--- config.mk ---
export PLATFORM = sky130hd
export DESIGN_NAME = cpu6_trap_ctrl
export DESIGN_NICKNAME = d
export VERILOG_FILES = /design/src/rtl/cpu6_trap_pkg.sv /design/src/rtl/cpu6_irq_arb.sv /design/src/rtl/cpu6_trap_ctrl.sv
export SDC_FILE = /design/constraint.sdc
export NUM_CORES = 1
export LEC_CHECK = 0
export ABC_AREA = 1
export CAP_MARGIN = 5
export CORE_MARGIN = 4
export CORE_UTILIZATION = 37
export DETAILED_ROUTE_END_ITERATION = 16
export PLACE_DENSITY = 0.8
export SYNTH_ARGS = -nofsm -noshare
export SYNTH_HDL_FRONTEND = slang
export SYNTH_HIERARCHICAL = 1
export SYNTH_SLANG_ARGS = --single-unit
--- constraint.sdc ---
create_clock -name clk -period 1.5 [get_ports clk]
set_input_delay 0.3 -clock clk [delete_from_list [all_inputs] [get_ports clk]]
set_output_delay 0.3 -clock clk [all_outputs]
set_load 0.05 [all_outputs]
--- src/rtl/cpu6_trap_pkg.sv ---
// cpu6_trap_pkg: trap controller state type and interrupt cause codes
package cpu6_trap_pkg;
  typedef enum logic [1:0] {IDLE, DRAIN_IRQ, DRAIN_MRET, REDIRECT} cpu6_trap_state_t;
  localparam logic [4:0] CPU6_MCAUSE_MEI = 5'd11;
  localparam logic [4:0] CPU6_MCAUSE_MTI = 5'd7;
endpackage

--- src/rtl/cpu6_irq_arb.sv ---
// cpu6_irq_arb: interrupt pending/priority/cause encoder; ext irq only counts with CPU6_EXT_IRQ_EN
module cpu6_irq_arb import cpu6_trap_pkg::*; #(
  parameter int XLEN = 32
) (
  input  logic            tmr_irq_r,
  input  logic            ext_irq_r,
  input  logic            csr_mtie_r,
  input  logic            csr_mstatus_mie_r,
  output logic            pending,
  output logic [XLEN-1:0] cause
);
`ifdef CPU6_EXT_IRQ_EN
  localparam logic EXT_EN = 1'b1;
`else
  localparam logic EXT_EN = 1'b0;
`endif
  logic ext, tmr;
  assign ext = ext_irq_r & EXT_EN;
  assign tmr = tmr_irq_r & csr_mtie_r;
  assign pending = csr_mstatus_mie_r & (ext | tmr);
  assign cause = {1'b1, {(XLEN-6){1'b0}}, ext ? CPU6_MCAUSE_MEI : CPU6_MCAUSE_MTI};
endmodule

--- src/rtl/cpu6_trap_ctrl.sv ---
// cpu6_trap_ctrl: interrupt/MRET trap sequencer (drain, CSR update, fetch redirect)
// CPU6_EXT_IRQ_EN: when defined, ext_irq_r raises traps and outranks the timer
module cpu6_trap_ctrl import cpu6_trap_pkg::*; #(
  parameter int CPU6_XLEN = 32
) (
  input  logic                 clk,
  input  logic                 reset,
  input  logic                 tmr_irq_r,
  input  logic                 ext_irq_r,
  input  logic                 csr_mtie_r,
  input  logic                 csr_mstatus_mie_r,
  input  logic                 instr_validE,
  input  logic                 mret_instrE,
  input  logic [CPU6_XLEN-1:0] pcE,
  input  logic [CPU6_XLEN-1:0] pcnextE,
  input  logic                 pcsrcE,
  input  logic [CPU6_XLEN-1:0] csr_mtvec,
  input  logic [CPU6_XLEN-1:0] csr_mepc,
  output logic                 empty_pipeline_reqE,
  input  logic                 empty_pipeline_ackW,
  output logic [CPU6_XLEN-1:0] excp_mepc,
  output logic                 excp_mepc_ena,
  output logic [CPU6_XLEN-1:0] excp_mcause,
  output logic                 mret_ena,
  output logic                 stallF,
  output logic                 redirect_ena,
  output logic [CPU6_XLEN-1:0] redirect_pc
);
  cpu6_trap_state_t state;
  logic pending, accept, unused;
  logic [CPU6_XLEN-1:0] cause;
  cpu6_irq_arb #(.XLEN(CPU6_XLEN)) u_arb (
    .tmr_irq_r(tmr_irq_r),
    .ext_irq_r(ext_irq_r),
    .csr_mtie_r(csr_mtie_r),
    .csr_mstatus_mie_r(csr_mstatus_mie_r),
    .pending(pending),
    .cause(cause)
  );
  assign unused = ^{pcE, pcsrcE};
  assign accept = instr_validE & (mret_instrE | pending);
  // the drain tag must ride on the instruction currently in E, so it is not registered
  assign empty_pipeline_reqE = reset & (state == IDLE) & accept;
  always_ff @(posedge clk) begin
    if (!reset) begin
      state         <= IDLE;
      stallF        <= 1'b0;
      excp_mepc_ena <= 1'b0;
      mret_ena      <= 1'b0;
      redirect_ena  <= 1'b0;
      redirect_pc   <= '0;
      excp_mepc     <= '0;
      excp_mcause   <= '0;
    end else begin
      excp_mepc_ena <= 1'b0;
      mret_ena      <= 1'b0;
      redirect_ena  <= 1'b0;
      case (state)
        IDLE: if (accept) begin
          state  <= mret_instrE ? DRAIN_MRET : DRAIN_IRQ;
          stallF <= 1'b1;
          if (!mret_instrE) begin
            excp_mepc   <= pcnextE;
            excp_mcause <= cause;
          end
        end
        DRAIN_IRQ: if (empty_pipeline_ackW) begin
          state         <= REDIRECT;
          excp_mepc_ena <= 1'b1;
          redirect_ena  <= 1'b1;
          redirect_pc   <= csr_mtvec;
        end
        DRAIN_MRET: if (empty_pipeline_ackW) begin
          state        <= REDIRECT;
          mret_ena     <= 1'b1;
          redirect_ena <= 1'b1;
          redirect_pc  <= csr_mepc;
        end
        default: begin
          state  <= IDLE;
          stallF <= 1'b0;
        end
      endcase
    end
  end
endmodule

==> results of run 1 <==
[sequential cells by signal, indices dropped and copies added (netlist names)]
signal and cells:
excp_mepc_ena 1, mret_ena 1, excp_mcause 32, redirect_pc 32
state 2, excp_mepc 32, redirect_ena 1, stallF 1
[placed cells by master, fill, tap and decap left out]
| cell | n |
|---|---|
| bufinv_16 | 1 |
| o21ai_1 | 8 |
| nand2_2 | 8 |
| clkbuf_16 | 24 |
| inv_8 | 1 |
| inv_2 | 2 |
| clkdlybuf4s50_1 | 99 |
| o21ai_0 | 34 |
| nand4_1 | 1 |
| clkinv_4 | 1 |
| a21oi_2 | 24 |
| nand2_4 | 2 |
| buf_16 | 1 |
| clkinvlp_4 | 1 |
| buf_6 | 9 |
| ha_4 | 4 |
| o21ai_2 | 48 |
| dlygate4sd2_1 | 3 |
| nor2_4 | 5 |
| nand3_1 | 2 |
| o21ba_2 | 1 |
| buf_8 | 3 |
| nand2_1 | 99 |
| buf_4 | 15 |
| nor2_1 | 58 |
| buf_12 | 112 |
| dfxtp_2 | 2 |
| inv_1 | 135 |
| conb_1 | 32 |
| dfxtp_1 | 100 |
| inv_6 | 2 |
| o21ai_4 | 10 |
| ha_1 | 1 |
| buf_2 | 1 |
| clkbuf_8 | 1 |
| a21oi_1 | 41 |
| a21oi_4 | 1 |
| nor2_2 | 9 |
[timing repair]
item                                    4_1_cts  5_1_grt
cloned                                        1       20
endpoints found under the setup margin       11       96
buffers inserted                              6        3
hold endpoints to repair                      0        0
pin swaps                                     9       11
gates resized for setup                      29      174
[power by group through the flow]
stage                     combinational, mW  clock [mW]  sequential [mW]
after CTS                              6.68        2.49             3.68
after detailed placement               6.43           0             3.73
after global placement                 6.30           0             3.70
after floorplan                        2.40           0             4.98
after global routing                   8.75        2.64             3.73
final                                  8.26        2.48             3.68
[kinds of logic (layout without fill, tap and decap cells)]
logic type | Yosys count | after routing | share of synthesized area
other cells | 2 | 32 | 0.00162
buf+inv | 207 | 411 | 0.210
compound gates | 167 | 167 | 0.185
fa+ha+maj | 5 | 5 | 0.0135
simple gates | 184 | 184 | 0.151
flops | 102 | 102 | 0.440
[metrics by stage]
| step | area (sq um) | setup TNS [ns] | power (mW) | setup slack [ns] | util |
|---|---|---|---|---|---|
| 5_1_grt | 9270 | -4.09 | 15.1 | -0.175 | 0.762 |
| 4_1_cts | 8300 | -0.106 | 12.8 | -0.0767 | 0.682 |
| 2_1_floorplan | 4750 | 0 | 7.39 | 0.0273 | - |
| 3_3_place_gp | 7860 | -16.66 | 10.0 | -0.339 | 0.646 |
| 3_5_place_dp | 7860 | -19.38 | 10.2 | -0.420 | 0.646 |
| 6_report | 9270 | -1.02 | 14.4 | -0.124 | 0.762 |
[layer usage]
layer  part of all wire  vias to the layer above
met5                  0                        -
met2               0.52                      205
met1               0.36                     2269
met3               0.10                       30
li1                   -                     2418
met4              0.018                        0
[worst max path at each step]
stage / startpoint / end / slack [ns]
floorplan: state[0]$_SDFFE_PN0P_ / redirect_pc[23]$_SDFFE_PN0P_ / 0.03
global placement: csr_mstatus_mie_r / excp_mepc[27]$_SDFFE_PN0P_ / -0.34
detailed placement: tmr_irq_r / excp_mcause[0]$_SDFFE_PN0P_ / -0.42
CTS: state[1]$_SDFFE_PN0P_ / empty_pipeline_reqE / -0.08
global route: state[1]$_SDFFE_PN0P_ / redirect_pc[16]$_SDFFE_PN0P_ / -0.18
finish: state[0]$_SDFFE_PN0P_ / redirect_pc[14]$_SDFFE_PN0P_ / -0.12
[worst max-delay path, stage by stage, from the launching register on]
cell     delay, ns
dfxtp_2       0.34
inv_2         0.05
buf_4         0.15
ha_4          0.19
buf_12        0.16
o21ai_0       0.49
nor2_4        0.07
nor2_1        0.10
[layout make-up]
| type | instances | area, sq um |
|---|---|---|
| Clock inverter | 6 | 75.1 |
| Multi-Input combinational cell | 388 | 2260 |
| Sequential cell | 102 | 2040 |
| Timing Repair Buffer | 258 | 3930 |
| Clock buffer | 10 | 239 |
| Inverter | 137 | 514 |
| Fill cell | 733 | 2890 |
| Tap cell | 168 | 210 |
==> flow_summary.toml, run 1 <==
[status]
status = "complete, but fails checks"
violations = "setup timing"

[job]
cap_violations = 0

[final_layout]
final_cells = 1069
diodes = 0
fin_nets = 1039
drive_gt1_frac = 0.320
area_delta_synth_final_pct = 99.8

[die]
rows = 40
die_area_sq_um = 14400
placeableCoreArea_sq_um = 12200
die_width_um = 120
die_y_um = 120
pin_count = 239
start_util = 0.381

[route]
ant_nets = 0
firstDrtPassIters = 4
drtIter0Drc = 211
vias = 4922
wl_per_cell_um = 16.2
wl_mm = 17.3
viasPerCell = 4.60
post-route-drc-count = 0

[synthesis]
synth_area_sq_um = 4640
synth_edf_count = 0
ys_ff_latch = 102
synth_ff_type = "dfxtp_1"
synth_seq_area_share = 0.440
syn_avg_cell_area_sq_um = 6.95
ys_top_cells_by_area = "dfxtp_1 (44%), inv_1 (11%), o21ai_0 (9.4%)"
synthCells = 667
synth.distinct_cells = 20
synth_warnings = 6
synth_top_area_frac = 0.440
synthArstFlopShare = 0
netlist_top_cells_count = "inv_1 (137), nand2_1 (109), dfxtp_1 (102)"
yosys.area.top_type = "dfxtp_1"
yosysMostFrequentCell = "inv_1"

[setup_path]
start_kind = "flip-flop"
cp.required_ns = 1.77
r2r_start = "state[0]$_SDFFE_PN0P_"
critPathArrivalTime_ns = 1.90
rr_endpoint = "redirect_pc[14]$_SDFFE_PN0P_"
path_max_fanout = 28
critPathKind = "flip-flop to flip-flop"
cp-end-kind = "flip-flop"
r2r_setup_slack_ns = -0.12
r2r_cells = 7

[grt]
grt.total_usage = 0.179
busiest_layer = "met2"
gr-usage-met1 = 0.189
grt_overflow_total = 0
grt_use_met2 = 0.318
grt_pass1_vias = 4452
antenna_found_initial = 0
grtUsageMet3 = 0.0943
grt_pass1_wl_mm = 20.9
grt_start_max_net_pins = 57

[clock_network]
h-tree-depth = 3
cts_tree = "done"
clk_latency_ns = 0.35
clockRootBuffer = "clkbuf_16"
cts_hold_buf = 0
path_clk_slew_ns = 0.08
clk_path_buf_depth = 2
numCtsBuffers = 9
cts.sinks = 102

[sta]
whs_ns = 0.481
worst_slew_pin_slew_ns = 0.574
timing.fmax_mhz = 616
setup_viol = 30
worst_slack_ns = -0.124
hold_viol = 0
max_slew_margin = 0.613
period_needed_ns = 1.62
drv_slew = 0
fin_crit_sh = 1.08
skew_ns = 0.0158
rsz0062_at_grt = "yes"

[pwr]
power.density_nw_per_um2 = 1560
p_switching_mw = 5.91
sw_frac_of_total = 0.410
vdd_ir_drop_max_mv = 0.782
leakagePower_nw = 3.91
p_clk_frac = 0.172
pwr-share-seq = 0.255
pwr-share-comb = 0.573
p_int_mw = 8.51

[worst_hold_path]
hp-start = "excp_mcause[26]$_SDFFE_PN0P_"
min_to = "excp_mcause[26]$_SDFFE_PN0P_"
min_path_type = "flip-flop to flip-flop"
hold_depth = 2

[placement]
post-dp-hpwl_mm = 10.2
numPortBuffers = 204
placed_cells = 1024
gpl.final_weighted_congestion = 0.740
Power figures use the tool's default switching activity.
==> inputs of run 2 (changes only) <==
Settings changed: CORE_ASPECT_RATIO set to 2, CORE_MARGIN 4 to 10.
==> run 2 against run 1 <==
The flow still finishes with violations (setup timing). Worst hold slack lost 0.015 ns. Global-route usage is 2.3 points lower. Non-clock buffer count decreased by 15. Utilization fell by 7.0 points. Wire length decreased by 12%. Sequential share of layout area grew 2.1 points. First-iteration DRC count fell by 57%. Combinational power shrank 8.5%. Critical path depth fell by 1. Largest cell class unchanged. Total power fell by 6.8%. Die area up 23%. Clock power shrank 11%.
==> flow_summary.toml, run 2 (same netlist as run 1, synthesis figures left out) <==
[placement]
placed_cells = 999
numPortBuffers = 204
gpl.final_weighted_congestion = 0.794
post-dp-hpwl_mm = 11.2
place_ws_ns = -0.328

[die]
start_util = 0.380
die_width_um = 99.2
rows = 57
pin_count = 239
die_y_um = 178
die_area_sq_um = 17700
placeableCoreArea_sq_um = 12200

[sta]
hold_viol = 0
rsz0062_at_grt = "yes"
skew_ns = 0.0110
fin_crit_sh = 1.04
fin_tns_setup_ns = -0.0716
period_needed_ns = 1.56
drv_slew = 0
timing.fmax_mhz = 641
worst_slack_ns = -0.0602
setup_viol = 2

[setup_path]
path_max_fanout = 2
start_kind = "flip-flop"
cp.required_ns = 1.20
cp_num_buf_inv = 3
cpPeakStageDelay_ns = 0.32
slowest_stage = "dfxtp_2"
crit_family = "flip-flops"
cp-end-kind = "primary output"
critPathArrivalTime_ns = 1.26
critPathKind = "flip-flop to primary output"
cp_cell_sequence = "inv_2 > ha_4 > buf_6 > nand2_4 > nor2_4 > buf_12"

[clock_network]
clk_latency_ns = 0.34
cts_hold_buf = 0
clk_path_buf_depth = 2
h-tree-depth = 3
cts.sinks = 102
numCtsBuffers = 9
clockRootBuffer = "clkbuf_16"
path_clk_slew_ns = 0.08
cts_tree = "done"

[grt]
grt_start_max_net_pins = 65
grt_pass1_vias = 4319
grt_overflow_total = 0
grt.total_usage = 0.156
grt_pass1_wl_mm = 22.1
antenna_found_initial = 0

[status]
status = "complete, but fails checks"
violations = "setup timing"

[route]
post-route-drc-count = 0
wl_mm = 15.3
viasPerCell = 4.41
wl_per_cell_um = 14.8
ant_nets = 0
drtIter0Drc = 90
firstDrtPassIters = 4
vias = 4549

[worst_hold_path]
min_path_type = "input pin to flip-flop"

[pwr]
power.density_nw_per_um2 = 1590
vdd_ir_drop_max_mv = 1.75
leakagePower_nw = 3.62

[final_layout]
fillers = 930
diodes = 0
final_common_cell = "inv_1"
final_cells = 1032
drive_gt1_frac = 0.208
multi_input_area_sq_um = 1850
area_delta_synth_final_pct = 82.1
fin_nets = 1024
top_regs = "excp_mcause x32, excp_mepc x32, redirect_pc x32"
register_area_sq_um = 2040
final_util = 0.693
mostFrequentLayoutCells = "inv_1 (135), buf_12 (107), nand2_1 (106), dfxtp_1 (100), clkdlybuf4s50_1 (99)"

[job]
cap_violations = 0
[run 2: cell count changes in the layout (fill, tap and decap cells not counted), moves of 7 or more]
cell       previous run  this run
a21oi_2              24         0
o21ai_4              10         2
nand2_1              99       106
o21ai_0              34        81
o21ai_2              48         3
a21oi_1              41        66
clkbuf_16            24        15
[run 2: cell type report]
type                            instances  area share
Timing Repair Buffer                  243       0.423
Clock buffer                            9      0.0267
Sequential cell                       102       0.242
Tap cell                              147      0.0218
Clock inverter                          6     0.00652
Multi-Input combinational cell        388       0.219
Inverter                              137      0.0609
[run 2: repair_timing]
action	in CTS	in global routing
gates cloned	1	7
setup endpoints to repair	9	70
hold endpoints to repair	0	0
gates resized for setup	18	33
setup buffers	7	3
pin swaps	7	7
[run 2: worst paths after layout]
path	start	endpoint	slack (ns)	cells after the start
max	state[1]$_SDFFE_PN0P_	empty_pipeline_reqE	-0.06	6
min	reset	excp_mcause[22]$_SDFFE_PN0P_	0.47	4
max reg2reg	state[0]$_SDFFE_PN0P_	redirect_pc[14]$_SDFFE_PN0P_	-0.01	10
min reg2reg	excp_mepc[16]$_SDFFE_PN0P_	excp_mepc[16]$_SDFFE_PN0P_	0.48	2
[run 2: per-stage QoR]
stage | area, sq um | hold WS (ns) | power, mW
final | 8450 | 0.466 | 13.4
after global routing | 8450 | 0.484 | 14.2
after CTS | 8160 | 0.470 | 12.7
after detailed placement | 7750 | 0.471 | 10.2
after global placement | 7750 | 0.466 | 10.1
after floorplan | 4750 | 0.457 | 7.39
[run 2: per-layer routing]
layer	vias up	routed length (um)	track usage
li1	2378	-	-
met1	2011	5120	0.143
met2	139	8710	0.299
met3	21	1070	0.0504
met4	0	382	0.0690
met5	-	0	0
[run 2: worst min-delay path, delay by kind of cell]
family                 cells  cell delay [ns]
AOI/OAI and AO/OA          2             0.10
buffers and inverters      2             0.36
[run 2: report_power, final]
part	leakage, nW	internal, mW	switching [mW]	total (mW)
clock network	0.132	1.15	1.06	2.21
logic	2.66	3.63	3.93	7.56
registers	0.831	3.19	0.465	3.66
